File: src/rtl/data_sramlike_wbuf_bridge.sv
// SRAM-style data port to single-outstanding SRAM-like bus bridge.
// Stores post into a small write buffer; loads wait for the buffer to drain.
module data_sramlike_wbuf_bridge #(
  parameter int WBUF_DEPTH = 4
) (
  input  logic        clk,
  input  logic        rst,
  input  logic        data_sram_en,
  input  logic [3:0]  data_sram_wen,
  input  logic [31:0] data_sram_addr,
  input  logic [31:0] data_sram_wdata,
  output logic [31:0] data_sram_rdata,
  input  logic        cpu_stall,
  output logic        data_req,
  output logic        data_wr,
  output logic [1:0]  data_size,
  output logic [31:0] data_addr,
  output logic [31:0] data_wdata,
  input  logic [31:0] data_rdata,
  input  logic        data_addr_ok,
  input  logic        data_data_ok,
  output logic        d_stall,
  output logic        wbuf_empty
);
  // state  | meaning
  // IDLE   | no bus transaction outstanding; may request write or read
  // WWAIT  | write address accepted, waiting for data_ok
  // RWAIT  | read address accepted, waiting for data_ok
  // RDONE  | read data captured, waiting for the load to retire

  localparam int PTR_W = (WBUF_DEPTH > 1) ? $clog2(WBUF_DEPTH) : 1;
  localparam int CNT_W = $clog2(WBUF_DEPTH + 1);
  localparam logic [CNT_W-1:0] FULL_CNT = CNT_W'(WBUF_DEPTH);

  typedef enum logic [1:0] {S_IDLE, S_WWAIT, S_RWAIT, S_RDONE} state_t;
  state_t state, state_nxt;

  logic [31:0]      fifo_addr  [WBUF_DEPTH];
  logic [31:0]      fifo_wdata [WBUF_DEPTH];
  logic [1:0]       fifo_size  [WBUF_DEPTH];
  logic [PTR_W-1:0] rd_ptr, wr_ptr;
  logic [CNT_W-1:0] count;
  logic             wr_taken;
  logic [31:0]      rdata_q;

  logic [1:0]  enc_size;
  logic [1:0]  enc_lane;
  logic [31:0] enc_addr;
  logic        unused_addr_bits;

  logic is_store, is_load, fifo_busy, push, pop, rd_capture;
  logic req_c, wr_c;

  // Bus size and low address bits come from the byte enables, not the CPU address.
  always_comb begin
    enc_size = 2'd2;
    enc_lane = 2'd0;
    case (data_sram_wen)
      4'b0001: begin enc_size = 2'd0; enc_lane = 2'd0; end
      4'b0010: begin enc_size = 2'd0; enc_lane = 2'd1; end
      4'b0100: begin enc_size = 2'd0; enc_lane = 2'd2; end
      4'b1000: begin enc_size = 2'd0; enc_lane = 2'd3; end
      4'b0011: begin enc_size = 2'd1; enc_lane = 2'd0; end
      4'b1100: begin enc_size = 2'd1; enc_lane = 2'd2; end
      default: ;
    endcase
  end

  assign enc_addr         = {data_sram_addr[31:2], enc_lane};
  assign unused_addr_bits = ^data_sram_addr[1:0];

  assign is_store  = data_sram_en & (|data_sram_wen) & ~wr_taken;
  assign is_load   = data_sram_en & (data_sram_wen == 4'b0000);
  assign fifo_busy = (count != '0);

  always_comb begin
    state_nxt  = state;
    pop        = 1'b0;
    rd_capture = 1'b0;
    req_c      = 1'b0;
    wr_c       = 1'b0;
    case (state)
      S_IDLE: begin
        if (fifo_busy) begin
          req_c = 1'b1;
          wr_c  = 1'b1;
          if (data_addr_ok) begin
            if (data_data_ok) pop = 1'b1;
            else              state_nxt = S_WWAIT;
          end
        end else if (is_load) begin
          req_c = 1'b1;
          if (data_addr_ok) begin
            if (data_data_ok) begin
              rd_capture = 1'b1;
              state_nxt  = S_RDONE;
            end else begin
              state_nxt = S_RWAIT;
            end
          end
        end
      end
      S_WWAIT: begin
        if (data_data_ok) begin
          pop       = 1'b1;
          state_nxt = S_IDLE;
        end
      end
      S_RWAIT: begin
        if (data_data_ok) begin
          rd_capture = 1'b1;
          state_nxt  = S_RDONE;
        end
      end
      S_RDONE: begin
        if (!cpu_stall) state_nxt = S_IDLE;
      end
      default: state_nxt = S_IDLE;
    endcase
  end

  // A pop in the same cycle frees the slot for a store arriving at a full buffer.
  assign push = is_store & ((count != FULL_CNT) | pop);

  assign d_stall    = ~rst & ((is_store & ~push) | (is_load & (state != S_RDONE)));
  assign data_req   = ~rst & req_c;
  assign data_wr    = ~rst & wr_c;
  assign wbuf_empty = (count == '0) & (state != S_WWAIT);

  always_comb begin
    data_addr  = 32'd0;
    data_wdata = 32'd0;
    data_size  = 2'd0;
    if (data_wr) begin
      data_addr  = fifo_addr[rd_ptr];
      data_wdata = fifo_wdata[rd_ptr];
      data_size  = fifo_size[rd_ptr];
    end else if (data_req) begin
      data_addr  = {data_sram_addr[31:2], 2'b00};
      data_size  = 2'd2;
    end
  end

  assign data_sram_rdata = rdata_q;

  always_ff @(posedge clk) begin
    if (rst) begin
      state    <= S_IDLE;
      rd_ptr   <= '0;
      wr_ptr   <= '0;
      count    <= '0;
      wr_taken <= 1'b0;
      rdata_q  <= 32'd0;
    end else begin
      state <= state_nxt;
      if (push) wr_ptr <= wr_ptr + 1'b1;
      if (pop)  rd_ptr <= rd_ptr + 1'b1;
      case ({push, pop})
        2'b10:   count <= count + 1'b1;
        2'b01:   count <= count - 1'b1;
        default: ;
      endcase
      // Remember a store already pushed while the pipeline is frozen.
      if (push & cpu_stall) wr_taken <= 1'b1;
      else if (!cpu_stall)  wr_taken <= 1'b0;
      if (rd_capture) rdata_q <= data_rdata;
    end
  end

  always_ff @(posedge clk) begin
    if (push) begin
      fifo_addr[wr_ptr]  <= enc_addr;
      fifo_wdata[wr_ptr] <= data_sram_wdata;
      fifo_size[wr_ptr]  <= enc_size;
    end
  end

endmodule

File: config.mk
export PLATFORM = sky130hd
export DESIGN_NAME = data_sramlike_wbuf_bridge
export DESIGN_NICKNAME = d
export VERILOG_FILES = /design/src/rtl/data_sramlike_wbuf_bridge.sv
export SDC_FILE = /design/constraint.sdc
export NUM_CORES = 1
export LEC_CHECK = 0
export ABC_AREA = 1
export CORE_ASPECT_RATIO = 0.9
export CORE_MARGIN = 2
export CORE_UTILIZATION = 30
export DETAILED_ROUTE_END_ITERATION = 16
export SLEW_MARGIN = 0
export SYNTH_ARGS = -nofsm -noshare
export SYNTH_HDL_FRONTEND = slang
export SYNTH_SLANG_ARGS = --single-unit
File: constraint.sdc
create_clock -name clk -period 12.1 [get_ports clk]
set_clock_uncertainty 0.1 [all_clocks]
set_input_delay 1.21 -clock clk [delete_from_list [all_inputs] [get_ports clk]]
set_output_delay 1.21 -clock clk [all_outputs]
set_load 0.02 [all_outputs]
# Word level (Yosys, flattened, before mapping)
# Memory sizes are Yosys's and may differ from the RTL's. A register that Yosys moved wholly into a read port is not among the register bits.
# Cells that the tools add are included.
[totals]
inputBits = 106
register_bits = 42
mem_bits_rw = 264
mem_count = 3
elab_cells = 101
output_inout_bits = 102
[op_classes]
eq_ne = 22
bitwise_logic = 16
n_reduce_logical = 10
n_addsub = 4
n_mux = 40
[memory_table]
columns = ["memory", "depth", "width", "rd", "rd_ports_with_merged_regs", "wr", "line_no", "rtl"]
rows = [
  ["fifo_addr", 4, 32, 1, 1, 1, "38", "logic [31:0] fifo_addr [WBUF_DEPTH];"],
  ["fifo_wdata", 4, 32, 1, 1, 1, "39", "logic [31:0] fifo_wdata [WBUF_DEPTH];"],
  ["fifo_size", 4, 2, 1, 1, 1, "40", "logic [1:0] fifo_size [WBUF_DEPTH];"],
]
[ops]
columns = ["cell", "n"]
rows = [
  ["32-bit two-way mux", 3],
  ["2-bit two-way mux", 16],
  ["1-bit two-way mux", 15],
  ["3-bit != test (second input constant)", 5],
  ["1-bit AND", 11],
  ["4-bit by 2-bit == test with 1-bit output (second input constant)", 2],
  ["4-bit == test (second input constant)", 2],
  ["2-bit != test (second input constant)", 4],
  ["2-bit case mux with 4 select lines", 1],
  ["4-bit OR reduction", 2],
  ["7-bit AND reduction", 1],
  ["2-bit == test (second input constant)", 3],
  ["2-bit case mux with 3 select lines", 1],
  ["3-bit case mux with 2 select lines", 1],
  ["2-bit by 1-bit adder with 2-bit output (second input constant)", 2],
  ["2-bit by 1-bit == test with 1-bit output (second input constant)", 2],
  ["4-bit by 1-bit == test with 1-bit output (second input constant)", 1],
  ["4-bit by 3-bit == test with 1-bit output (second input constant)", 1],
  ["4-bit zero test", 1],
  ["2-bit by 1-bit != test with 1-bit output (second input constant)", 2],
  ["1-bit case mux with 2 select lines", 2],
  ["2-bit case mux with 2 select lines", 1],
  ["2-bit OR reduction", 2],
  ["3-bit by 1-bit adder with 3-bit output (second input constant)", 1],
  ["other kinds (7)", 10],
]

# Depth between registers and ports, before layout
[logic_depth]
word_depth = 10
mapped_depth = 11
depth_no_buf = 11

# Worst setup path after synthesis
# No wires, ideal clock.
[synth_timing]
kind = "input-to-reg"
startpoint = "input data_addr_ok"
endpoint = "memory fifo_addr[0][0] (enable)"
setup_ns = 0.491
required_ns = 11.509
setup_slack_ns = 6.968
path_stages = 8
n_path_buf = 0
arrival_time_ns = 4.541
cell_sequence = "nand2_1 -> inv_1 -> nand3_1 -> nand2_1 -> inv_1 -> nand3_1 -> nand2_1 -> nor2_1"
[synth_via]
elab_chain_len = 7
[synth_lines]
columns = ["element", "line_no", "rtl"]
rows = [
  ["start, declared", "20", "input logic data_addr_ok,"],
  ["1-bit two-way mux", "87", "if (data_addr_ok) begin"],
  ["1-bit two-way mux", "84", "if (fifo_busy) begin"],
  ["1-bit case mux with 2 select lines", "82", "case (state)"],
  ["1-bit OR", "123", "assign push = is_store & ((count != FULL_CNT) | pop);"],
  ["1-bit AND", "123", ""],
  ["1-bit two-way mux", "171", "if (push) begin"],
  ["1-bit two-way mux (implied by the code)", "172", "fifo_addr[wr_ptr] <= enc_addr;"],
  ["end, declared", "38", ""],
]
# Every way passes these cells.

# Worst setup path in the final report
[layout_timing]
startpoint = "input rst"
endpoint = "output data_wdata[24]"
[layout_via]
elab_chain_len = 3
[layout_lines]
columns = ["element", "line_no", "rtl"]
rows = [
  ["start, declared", "7", "input logic rst,"],
  ["1-bit inverter", "127", "assign data_wr = ~rst & wr_c;"],
  ["1-bit AND", "127", ""],
  ["32-bit two-way mux", "134", "if (data_wr) begin"],
  ["end, declared", "18", "output logic [31:0] data_wdata,"],
]
# Every way passes these cells.

==> results.yml <==
status:
  status: "completed"
clock_network:
  htreeDepth: 2
  cts_buffer_depth: 3
  clk_latency_ps: 530
  hold_buffers: 0
  cts.sinks: 308
  root_buffer: "clkbuf_16"
  cts_inserted_buffers: 34
  cts.clk_slew.worst_paths_ps: 60
  cts_setup_buffers: 0
  cts_tree: "done"
  cts_resized: 0
global_routing:
  antenna_found_initial: 1
  top_usage_layer: "met2"
  met1_usage_pct: 16.86
  grt_first_pass_wirelength_um: 46560
  grt_max_degree: 84
  grtUsageMet2_pct: 22.83
  grt_overflow: 0
  met3_usage_pct: 4.434
  grt_pass1_vias: 8625
  track_usage_pct: 13.83
setup_path:
  critical_path.startpoint_type: "input port"
  worstPathRequired_ps: 10790
  worstSetupPathType: "input port to output pin"
  worstPathMaxFanout: 63
  worstPathArrival_ps: 4230
  end_kind: "output pin"
die:
  start_util_pct: 30.26
  rows: 71
  dieArea_mm2: 0.04368
  die_y_um: 198.5
  die_x_um: 220.1
  ios: 208
  coreArea_mm2: 0.04166
drt:
  num_vias: 8820
  drt_wl_total_um: 30010
  dr.pass1.iters: 7
  avgRoutedWirePerCell_um: 15.48
  vias_per_cell: 4.549
  antenna_left: 0
  drt_iter0_markers: 491
  drc: 0
sta:
  setup_tns_ps: 0
  post-route-period-util_pct: 45.76
  rsz0062_at_grt: "false"
  worst_pin_slew_ps: 1118
  max_freq_mhz: 180.6
  setup_viol: 0
  relSlewSlack_pct: 25.44
  finalMaxSlewViolations: 0
  hold_ws_ps: 379.5
  layout_min_cycle_time_ps: 5536
  final_hold_viol_count: 0
layout:
  seq_area_mm2: 0.008812
  final_common_cell: "edfxtp_1"
  multi_input_area_mm2: 0.003192
  area_growth_pct: 28.42
  diodes: 0
  final_design_area_no_fill_mm2: 0.01619
  drive_gt1_share_pct: 5.172
  nets: 1484
  final_util_pct: 38.85
  final.fill_count: 4041
  final_cell_mix: "edfxtp_1 (264), nor2_1 (224), clkdlybuf4s50_1 (205)"
synth:
  synth_fp_nets: 1296
  syn_area_per_cell_um2: 10.64
  async_flop_share_pct: 0
  yosys.cell_types.count: 24
  ys_seq_area_share_pct: 69.88
  synth_area_mm2: 0.01261
  ys_ff_latch: 308
  synth_edf_count: 264
  synth_flop_cell: "edfxtp_1"
  yosys_warnings: 0
  synthCells: 1185
power:
  ir_worst_vdd_mv: 0.09056
  power_density_mw_per_mm2: 192.8
  leakage_uw: 0.005985
min_path:
  min_path_type: "flop to flop"
placement:
  place_area_mm2: 0.01518
  io_buffers: 205
  hpwl_um: 16460
  gp_congestion: 0.7606
run:
  cap_violations: 0
[layout make-up]
class	instances	share of cell area [%]
Sequential cell	308	54.44
Multi-Input combinational cell	719	19.72
Timing Repair Buffer	218	13.28
Clock buffer	44	5.681
Tap cell	547	4.228
Inverter	92	2.141
Clock inverter	11	0.5179
[registers in the layout (all words and copies together) (netlist names), named ones only]
signal / count
fifo_addr: 128
fifo_wdata: 128
data_sram_rdata: 32
fifo_size: 8
count: 3
rd_ptr: 2
state: 2
wr_ptr: 2
wr_taken: 1
[stage by stage]
stage                     power, uW  cells  setup slack [ps]
after floorplan                1840   1185              6968
after global placement         2194   1884              6523
after detailed placement       2206   1884              6510
after CTS                      3172   1939              6506
after global routing           3302   1939              6355
final                          3121   1939              6564
[cell usage after synthesis (3+ instances only)]
library cell    n  area, um^2
a21oi_1        75       375.4
buf_1          13       48.80
buf_2          10       50.05
buf_6           4       45.04
clkbuf_1       37       138.9
dfxtp_1        44       880.8
edfxtp_1      264        7928
ha_1            4       50.05
inv_1          89       334.1
nand2_1       190       713.2
nand3_1       103       515.5
nand3b_1        3       22.52
nor2_1        229       859.6
nor2_2          4       25.02
o21ai_0       104       520.5
[per-layer routing]
| metal | routed length (um) | vias up |
|---|---|---|
| met1 | 13110 | 4156 |
| li1 | - | 4380 |
| met4 | 717 | 2 |
| met3 | 2410 | 48 |
| met2 | 13760 | 234 |
| met5 | 13 | - |
[where the power goes]
part,internal (uW),total [uW],leakage [uW],switching (uW)
Combinational,313,858,0.00272,546
Sequential,1270,1310,0.00278,42.7
Clock,554,951,0.000487,396
Total,2140,3120,0.00599,985
[cell families (layout without fill, tap and decap cells)]
| kind of cell | Yosys count | count (layout) | synth area share (%) |
|---|---|---|---|
| adder cells (fa/ha/maj) | 5 | 5 | 0.5559 |
| AND/OR/NAND/NOR | 533 | 533 | 17.18 |
| AO/OA/AOI/OAI | 181 | 181 | 7.285 |
| buffers and inverters | 158 | 365 | 5.102 |
| flip-flops | 308 | 308 | 69.88 |
[worst paths after layout]
| path | from | end | slack (ps) | cells after the start |
|---|---|---|---|---|
| max reg2reg | state[0] | fifo_wdata[1][1] | 8990 | 9 |
| min | data_sram_rdata[31] | data_sram_rdata[31] | 380 | 2 |
| max | rst | data_wdata[24] | 6560 | 6 |
| min reg2reg | data_sram_rdata[31] | data_sram_rdata[31] | 380 | 2 |
[critical path, cell delays in order]
cell             delay [ps]
clkdlybuf4s50_1         550
nor2_4                  860
inv_2                   130
buf_4                   440
a21oi_1                 330
clkdlybuf4s50_1         650
(Power assumes the default switching activity.)
